### config.mk
export PLATFORM = sky130hd
export DESIGN_NAME = serial_subtractor
export DESIGN_NICKNAME = d
export VERILOG_FILES = /design/src/rtl/serial_subtractor.sv
export SDC_FILE = /design/constraint.sdc
export NUM_CORES = 1
export LEC_CHECK = 0
export CORE_MARGIN = 10
export CORE_UTILIZATION = 40
export CTS_BUF_LIST = sky130_fd_sc_hd__clkbuf_16
export CTS_CLUSTER_DIAMETER = 150
export DETAILED_ROUTE_END_ITERATION = 6
export PLACE_DENSITY = 0.7
export SYNTH_ARGS = -nofsm -noshare
export SYNTH_HDL_FRONTEND = slang
export SYNTH_SLANG_ARGS = --single-unit
export TNS_END_PERCENT = 5
### constraint.sdc
create_clock -name clk -period 3.8 [get_ports clk]
set_input_delay 1.14 -clock clk [delete_from_list [all_inputs] [get_ports clk]]
set_output_delay 1.14 -clock clk [all_outputs]
set_load 0.01 [all_outputs]
### src/rtl/serial_subtractor.sv
// -----------------------------------------------------------------------------
// serial_subtractor
//
// Bit-serial, LSB-first unsigned subtractor: diff = a - b (mod 2^WIDTH).
// Operands are loaded in parallel when start is accepted, one bit is resolved
// per clock through a single borrow flip-flop, and the result is published in
// parallel together with a one-cycle done pulse.
//
// Optional feature macro: SERIAL_SUB_OVF_EN
//   When defined, the ovf port exists and reports two's-complement overflow
//   of the subtraction. When undefined, the port and its logic are absent.
//
// Ports:
//   clk    in   rising-edge clock
//   rst    in   synchronous, active-high reset (priority over start)
//   start  in   request; accepted only on an edge where ready=1
//   a      in   minuend, sampled on the accepting edge
//   b      in   subtrahend, sampled on the accepting edge
//   ready  out  block can accept start this cycle (IDLE or DONE)
//   done   out  single-cycle pulse; diff/borrow(/ovf) are valid
//   diff   out  a - b modulo 2^WIDTH, held until the next completion
//   borrow out  1 when a < b (unsigned), held like diff
//   ovf    out  signed overflow, held like diff (SERIAL_SUB_OVF_EN only)
//
// Handshake: a request transfers on a rising edge where start=1 and ready=1.
// start while ready=0 is ignored; nothing is queued. Completion is signalled
// by done for exactly one cycle, during which ready=1 so a new request can be
// accepted back-to-back.
// -----------------------------------------------------------------------------
module serial_subtractor #(
   parameter int WIDTH = 8
) (
   input  logic             clk,
   input  logic             rst,
   input  logic             start,
   input  logic [WIDTH-1:0] a,
   input  logic [WIDTH-1:0] b,
   output logic             ready,
   output logic             done,
   output logic [WIDTH-1:0] diff,
`ifdef SERIAL_SUB_OVF_EN
   output logic             borrow,
   output logic             ovf
`else
   output logic             borrow
`endif
);

   localparam int CW = (WIDTH > 1) ? $clog2(WIDTH) : 1;
   localparam logic [CW-1:0] LAST_CNT = CW'(WIDTH - 1);

   typedef enum logic [1:0] {
      IDLE = 2'd0,
      RUN  = 2'd1,
      DONE = 2'd2
   } state_t;

   state_t           state;
   state_t           next_state;

   logic [WIDTH-1:0] a_sr;
   logic [WIDTH-1:0] b_sr;
   logic [WIDTH-1:0] res_sr;
   logic             br;
   logic [CW-1:0]    count;

   logic             accept;
   logic             last;
   logic             d_bit;
   logic             br_next;
   logic [WIDTH-1:0] res_shift;

`ifdef SERIAL_SUB_OVF_EN
   // Operand MSBs are shifted out of a_sr/b_sr during RUN, so keep copies.
   logic             a_msb;
   logic             b_msb;
`endif

   // Full-subtractor cell on the current LSBs.
   assign d_bit     = a_sr[0] ^ b_sr[0] ^ br;
   assign br_next   = (~a_sr[0] & b_sr[0]) | (~(a_sr[0] ^ b_sr[0]) & br);
   assign res_shift = {d_bit, res_sr[WIDTH-1:1]};
   assign last      = (count == LAST_CNT);

   // ---------------------------------------------------------------------------
   // FSM: state register
   // ---------------------------------------------------------------------------
   always_ff @(posedge clk) begin
      if (rst) begin
         state <= IDLE;
      end else begin
         state <= next_state;
      end
   end

   // ---------------------------------------------------------------------------
   // FSM: next state and handshake outputs
   // ---------------------------------------------------------------------------
   always_comb begin
      next_state = state;
      ready      = 1'b0;
      done       = 1'b0;
      accept     = 1'b0;
      case (state)
         IDLE: begin
            ready  = 1'b1;
            accept = start;
            if (start) next_state = RUN;
         end
         RUN: begin
            if (last) next_state = DONE;
         end
         DONE: begin
            ready      = 1'b1;
            done       = 1'b1;
            accept     = start;
            next_state = start ? RUN : IDLE;
         end
         default: begin
            next_state = IDLE;
         end
      endcase
   end

   // ---------------------------------------------------------------------------
   // Datapath: shift registers, borrow FF, bit counter, held outputs
   // ---------------------------------------------------------------------------
   always_ff @(posedge clk) begin
      if (rst) begin
         a_sr   <= '0;
         b_sr   <= '0;
         res_sr <= '0;
         br     <= 1'b0;
         count  <= '0;
         diff   <= '0;
         borrow <= 1'b0;
`ifdef SERIAL_SUB_OVF_EN
         a_msb  <= 1'b0;
         b_msb  <= 1'b0;
         ovf    <= 1'b0;
`endif
      end else if (accept) begin
         a_sr   <= a;
         b_sr   <= b;
         res_sr <= '0;
         br     <= 1'b0;
         count  <= '0;
`ifdef SERIAL_SUB_OVF_EN
         a_msb  <= a[WIDTH-1];
         b_msb  <= b[WIDTH-1];
`endif
      end else if (state == RUN) begin
         a_sr   <= a_sr >> 1;
         b_sr   <= b_sr >> 1;
         res_sr <= res_shift;
         br     <= br_next;
         if (last) begin
            // Completing edge: publish the result; count parks at WIDTH-1.
            diff   <= res_shift;
            borrow <= br_next;
`ifdef SERIAL_SUB_OVF_EN
            ovf    <= (a_msb != b_msb) && (res_shift[WIDTH-1] != a_msb);
`endif
         end else begin
            count <= count + 1'b1;
         end
      end
   end

endmodule

==> results of run 1 <==
[worst register-to-register path, stage by stage, from the launching register on]
cell,delay [ns]
sky130_fd_sc_hd__dfxtp_1,0.45
sky130_fd_sc_hd__nor2b_2,0.63
sky130_fd_sc_hd__buf_4,0.35
sky130_fd_sc_hd__a21oi_1,0.10
sky130_fd_sc_hd__a311oi_1,0.24
[per-stage QoR]
step	setup slack, ns	power, uW	hold slack [ns]
3_3_place_gp	1.15	534	0.446
2_1_floorplan	1.90	506	0.437
4_1_cts	1.27	999	0.456
3_5_place_dp	1.12	535	0.448
5_1_grt	1.18	1030	0.468
6_report	1.28	989	0.454
[metal layers]
| layer | up-vias | GRT usage | share of wire |
|---|---|---|---|
| met3 | 9 | 0.0184 | 0.031 |
| met1 | 593 | 0.125 | 0.44 |
| li1 | 665 | - | - |
| met2 | 20 | 0.178 | 0.49 |
| met4 | 0 | 0.0918 | 0.036 |
| met5 | - | 0 | 0 |
[sequential cells by signal (all words and copies together) (netlist names)]
register,flops
a_sr,8
b_sr,8
diff,8
res_sr,7
count,3
state,2
borrow,1
br,1
[kinds of logic after synthesis]
| group | Yosys count |
|---|---|
| AO/OA/AOI/OAI | 38 |
| XOR/XNOR | 1 |
| adder cells (fa/ha/maj) | 3 |
| buffers and inverters | 18 |
| flip-flops | 38 |
| multiplexers | 2 |
| AND/OR/NAND/NOR | 79 |
[Yosys cell counts, drive strengths merged]
cell	n
dfxtp	38
nand2	38
a21oi	19
nor2	12
nor3	12
buf	11
a311oi	9
nand3	9
o22ai	6
clkbuf	4
inv	3
nand2b	3
nor2b	3
ha	2
mux2i	2
o21ai	2
a211oi	1
a22oi	1
fa	1
nand3b	1
nor3b	1
xnor2	1
[cell type report]
| type | count | area, um^2 | area share |
|---|---|---|---|
| flip-flops and latches | 38 | 761 | 0.381 |
| multi-input cells | 123 | 688 | 0.344 |
| repair buffers | 32 | 313 | 0.157 |
| clock buffers | 5 | 125 | 0.0626 |
| well taps | 48 | 60.1 | 0.0301 |
| clock inverters | 3 | 40.0 | 0.0200 |
| inverters | 3 | 11.3 | 0.00564 |
[worst max path at each step]
stage,from,endpoint,slack (ns),cells after the start
after floorplan,rst,count[0],1.90,4
final,state[1],done,1.28,2
after global placement,start,a_sr[7],1.15,4
after detailed placement,start,a_sr[7],1.12,4
after CTS,state[1],done,1.27,2
after global routing,state[1],done,1.18,2
[where the power goes]
part	internal (uW)	switching (uW)	leakage (uW)
combinational	46.0	52.7	0.000300
sequential	417	10.7	0.000310
clock	307	155	0.0000836
total	770	219	0.000694
[cells in the final DEF, fill, tap and decap left out, drive strengths merged]
cell / count
mux2i: 2
bufinv: 1
inv: 3
o22ai: 6
nor3b: 1
o21ai: 2
buf: 3
ha: 2
a211oi: 1
nor2: 12
nand2b: 3
clkdlybuf4s50: 29
a21oi: 19
nand3: 9
fa: 1
nor3: 12
nand3b: 1
nand2: 38
dfxtp: 38
nor2b: 3
a311oi: 9
clkinv: 2
a22oi: 1
xnor2: 1
clkbuf: 5
==> summary by stage, run 1 <==
Synthesis
The number of nets handed over by synthesis was about 200. Synthesis inferred 38 register bits. The sequential element share of the synthesized area is 0.492. Of the total synthesized cell area, the portion taken by full adders, half adders and majority gates is 0.0291.

Of the total synthesized cell area, the portion taken by AND, OR, NAND and NOR gates is 0.227. After synthesis, the share of cell area in mux cells is 0.0129. Yosys printed 0 warnings.

The complex-gate fraction of the synthesized area is 0.169. The portion of synthesized cell area occupied by the leading cell type is 0.492. The largest total area in the synthesized netlist belongs to sky130_fd_sc_hd__dfxtp_1. The count of distinct cell types in the synthesized netlist is 25. The average cell area after synthesis is about 8.6 um^2.

The mapped cell area is about 1500 um^2. After synthesis, the largest family of logic cells by area is simple AND/OR/NAND/NOR gates. Ranked by total cell area, the synthesized netlist is headed by sky130_fd_sc_hd__dfxtp_1, sky130_fd_sc_hd__nand2_1, sky130_fd_sc_hd__a21oi_1.

The number of standard cells after synthesis is between 150 and 200. Of the total synthesized cell area, the portion taken by XOR and XNOR cells is 0.00566.

Route
For this block, the via count after detailed routing is 1287. The total detailed-routing wirelength is ~3400 um. In this run the remaining antenna-violating nets after routing total 0. Dividing the detail-routed wire length by the instance count gives 13.3 um. In the routed design, unresolved DRC markers number 0.

The number of DRC markers in iteration 0 is 95. The first detailed-routing pass ran for 4 iterations. Using the TritonRoute via totals, the vias-per-cell ratio works out to 5.11.

Clocking
The total clock sinks is 38. The maximum clock insertion buffer count is 2. TritonCTS built the clock tree. The clock transition at the registers of the reported paths is around 0.060 ns. The H-tree generated during clock tree synthesis spans 2 levels. In this run, post-CTS hold repair placed 0 buffers. The number of gates resized after CTS is 0. The later pin in the worst-skew pair is clocked with a latency of 0.28 ns. The total setup buffers inserted after CTS is 0.

The root buffer selected by CTS is sky130_fd_sc_hd__clkbuf_16. Clock tree synthesis inserted a total of 5 buffers.

Finish
For this run, the number of standard cells in the final layout without fillers is roughly 250. The summed area of non-filler cells in the final layout is around 2000 um^2. From synthesis to final layout, the design area changed by 29.2%. 0 antenna diodes ended up in the layout.

The filler cells instantiated in the layout total approximately 370. At the end of the flow, the number of nets in the layout was between 200 and 250. The share of cells above drive strength 1 is 0.0833. The end-of-flow core utilization is 0.542.

Floorplanning
The die is about 80 um tall. The die area is about 6800 um^2. The horizontal die dimension is approximately 80 um. Row generation in the floorplan step produced 22 rows. After floorplanning, the core was sized to cover 3690 um^2. The initial utilization of the core area, before any placement, comes to 0.419. 30 I/O pins were placed.

Worst setup path
The worst register-to-register path ends at borrow. For this design, the slowest cell found on the critical path is sky130_fd_sc_hd__clkdlybuf4s50_1. The kind of cell adding the most delay to the critical path is buffers and inverters. The class of the most critical setup path is reg2out. In this run the critical register-to-register path is launched from state[0].

Walking the worst path, the cells encountered are nor2b_1 -> clkdlybuf4s50_1. Together, buffers and inverters on the worst path number 1. Data on the critical path is required at its endpoint by about 2.7 ns. Setup slack on the worst reg-to-reg path comes out at 1.95 ns. The delay of the slowest cell on the worst path is roughly 0.54 ns. The number of cells on the worst reg-to-reg path is 4. The worst setup path is launched from a register. Of all nets on the critical path, the largest fanout is 5. The data arrival time of the critical path is approximately 1.4 ns. The kind of end point of the critical path is an output pin.

Timing
Dividing the final minimum period by the clock period gives 0.664. The remaining max-slew budget at the tightest pin is 0.403. The max-slew violation total from the final report came to 0. The worst clock skew is 0.00339 ns. The final critical delay including setup and external delays is roughly 2.5 ns.

The setup TNS after final layout is 0 ns. Setup violations remaining at the end of the flow were counted as 0. For this run, the top clock speed supported by timing is slightly below 400 MHz. The number of failing hold endpoints at the final stage is 0. At the pin with the least slew margin, the transition time is approximately 0.90 ns.

Setup repair after global routing left no endpoint under its margin.

Run status
The run finished with clean final reports.

Hold path
The depth of the worst hold-timing path is 2. The startpoint of the lowest-slack hold path is diff[7]. The terminating pin of the worst hold path is diff[7].

The tightest min-delay check is of the reg2reg type.

Place
The placed wire-length estimate after detailed placement is between 2000 and 2500 um. The number of port buffers is 29. The congestion estimate from routability-driven global placement came to about 0.74. The instance area at placement is 1830 um^2. The cell total after placement is between 200 and 250.

GRT
After global routing the overflow that remains totals 0. For this run, the total global-route usage over all layers was measured as 0.110. The largest net degree at the start of global routing is 29. The number of global-route vias before repair is between 1000 and 1500. The first global-routing pass estimated ~5700 um of wire. The number of antenna violations at the first check in global routing is 0.

Job
Across the run, the number of max-cap violations was 0.

Power and ir drop
Across the VDD grid, the largest voltage drop is about 0.00027 V. The leakage power total is ~0.00069 uW. Dividing total power by cell area gives a power density of 495 nW/um^2.
Note: power is estimated with default switching activity, not from simulation.
==> inputs of run 2 (changes only) <==
==> constraint.sdc (replaced) <==
create_clock -name clk -period 2.6 [get_ports clk]
set_input_delay 0.78 -clock clk [delete_from_list [all_inputs] [get_ports clk]]
set_output_delay 0.78 -clock clk [all_outputs]
set_load 0.01 [all_outputs]
==> summary by stage, run 2 (same netlist as run 1, synthesis figures left out) <==
Clocking
The clock latency reported for the late side of the worst-skew pair was 0.27 ns (about the same). The number of gates resized after CTS came to 0 (unchanged). TritonCTS built the clock tree. The maximum clock insertion buffer count is 2 (unchanged). CTS placed an instance of sky130_fd_sc_hd__clkbuf_16 at the clock tree root. The clock buffer count from CTS is 5 (unchanged). The count of hold-fix buffers inserted at cts is 0 (unchanged). The total setup buffers inserted after CTS is 0 (unchanged).

The count of H-tree levels built during CTS is 2 (unchanged). The total clock sinks came to 38 (unchanged). The clock transition at the registers of the reported paths is 0.05 ns (about the same).

Power and ir drop
The worst supply voltage drop on vdd was 0.000417 V (+52%). The total design power is 1330 uW (+35%). The areal power density over the cells was 672 nW/um^2 (+36%).

The leakage power total is 0.000692 uW (-0.22%).

Finish
The footprint of the multi-input gates is 688 um^2 (unchanged). Leaving out fill and tap cells, the most frequent cells in the layout are sky130_fd_sc_hd__nand2_1, sky130_fd_sc_hd__dfxtp_1, sky130_fd_sc_hd__clkdlybuf4s50_1. The share of cells above drive strength 1 is 0.0825 (-0.000809). The final net count is 227 (+0.89%). The final non-filler cell total is 254 (+0.79%). The end-of-flow core utilization is 0.538 (-0.00339).

The largest registers in the layout are a_sr: 8 flops, b_sr: 8 flops, diff: 8 flops. The register cell area after layout came to 761 um^2 (unchanged). Relative to the synthesized area, the layout overhead comes to 28.4%.

The total inserted antenna cells is 0 (unchanged). The number of filler instances in the final layout is 350 (-4.4%).

Place
The routability-driven placement congestion ratio is 0.775 (+4.5%). The number of port buffers is 29 (unchanged). The worst setup slack before clock tree synthesis is 0.418 ns (-0.700 ns).

The cell total after placement came to 246 (+0.82%). The placed wire-length estimate after detailed placement is 2280 um (+1.5%).

GRT
The overall track demand over capacity in global routing is 0.102 (-0.00785). The residual overflow from global routing is 0 (unchanged). The number of global-route vias before repair came to 1154 (-8.8%). The wire length of the first global-routing pass was 5400 um (-5.9%). The largest net degree at the start of global routing is 35 (+21%). The number of antenna violations at the first check in global routing came to 0 (unchanged).

Floorplanning
The total core area came to 3690 um^2 (unchanged). The die area was 6750 um^2 (unchanged). The horizontal die dimension came to 82.2 um (unchanged). The effective utilization at floorplan is 0.419 (unchanged). The count of standard-cell rows came to 22 (unchanged). The number of top-level design ports is 30 (unchanged). The die outline height was 82.2 um (unchanged).

Timing
For this run, the top clock speed supported by timing is 466 MHz. The number of endpoints failing setup at the final stage is 0 (unchanged). The worst path setup slack after routing is 0.455 ns (-0.822 ns). The remaining max-slew budget at the tightest pin came to 0.397 (-0.00534). The worst clock skew is 0.00265 ns (-0.000740 ns). The transition time of the tightest slew-check pin was 0.904 ns (+0.00800 ns). The smallest clock period supported by the final layout is computed as about 2.1 ns. The post-route fraction of the period consumed by the critical path is 0.825. The max-slew violation total from the final report came to 0 (unchanged). The number of failing hold endpoints at the final stage is 0 (unchanged). The setup TNS after final layout came to 0 ns (unchanged). Setup repair after global routing left no endpoint under its margin.

Route
The via total after detailed routing was 1304 (+1.3%). The number of antenna-violating nets in the routed design was 0 (unchanged). The via-per-instance ratio is 5.13 (+0.52%). The total DRC errors in the routed layout is 0 (unchanged).

The total detailed-routing wirelength is 3400 um (+0.98%). The number of detailed-route iterations in the first pass is 4 (unchanged). The average wire per cell in the routed design came to 13.4 um (+0.19%). The number of DRC markers in iteration 0 is 115 (+21%).

Worst setup path
The type of origin of the critical path is a register. The startpoint of the worst-slack reg-to-reg timing path is count[0]. The critical path launch point is state[1]. The capture point of the worst reg-to-reg path is diff[0]. The worst setup path is captured at an output pin. The most critical setup path has its endpoint at done. The worst-case register-to-register setup slack was 0.89 ns (-1.06 ns). The class of the most critical setup path is reg2out. The cell count of the worst reg-to-reg path is 5 (+1). The peak fanout along the critical path came to 5 (unchanged). The required time at the worst-slack endpoint is 1.82 ns (-0.84 ns).

The data arrival time of the critical path came to 1.37 ns (about the same).

Hold path
The path class of the lowest-slack min-delay path is reg2reg.

Run status
The flow ran to the end, and the final reports show no timing, DRC or antenna violations.

Job
The number of max-cap violations came to 0 (unchanged).
-- run 2: metal layers --
layer / up-vias / global-route usage / part of all wire
met5: - / 0 / 0
met1: 610 / 0.119 / 0.43
met3: 5 / 0.0302 / 0.042
met4: 0 / 0.0561 / 0.020
met2: 21 / 0.166 / 0.51
li1: 668 / - / -
-- run 2: worst min path at each step --
stage	start	endpoint	cells past startpoint
after floorplan	res_sr[1]	res_sr[1]	2
after CTS	diff[2]	diff[2]	2
after global routing	res_sr[1]	res_sr[1]	2
final	diff[6]	diff[6]	2
after detailed placement	diff[2]	diff[2]	2
after global placement	diff[6]	diff[6]	2
-- run 2: power by group --
part	internal [uW]	switching [uW]	total [uW]	leakage, uW
combinational	69.9	79.3	149	0.000310
clock	346	213	559	0.0000724
sequential	610	15.6	626	0.000310
-- run 2: layout make-up --
class / count / area share
clock buffers: 5 / 0.0630
clock inverters: 3 / 0.00630
inverters: 3 / 0.00567
multi-input cells: 123 / 0.347
flip-flops and latches: 38 / 0.383
well taps: 48 / 0.0302
repair buffers: 34 / 0.165
-- run 2: per-stage QoR --
| stage | cell area (um^2) | hold slack [ns] |
|---|---|---|
| 6_report | 1990 | 0.452 |
| 4_1_cts | 1990 | 0.453 |
| 5_1_grt | 1990 | 0.464 |
| 3_3_place_gp | 1850 | 0.443 |
| 3_5_place_dp | 1850 | 0.446 |
| 2_1_floorplan | 1550 | 0.437 |
-- run 2: critical path, stage by stage (launching register included) --
cell and delay (ns):
sky130_fd_sc_hd__dfxtp_1 0.39, sky130_fd_sc_hd__nor2b_1 0.15, sky130_fd_sc_hd__clkdlybuf4s50_1 0.55
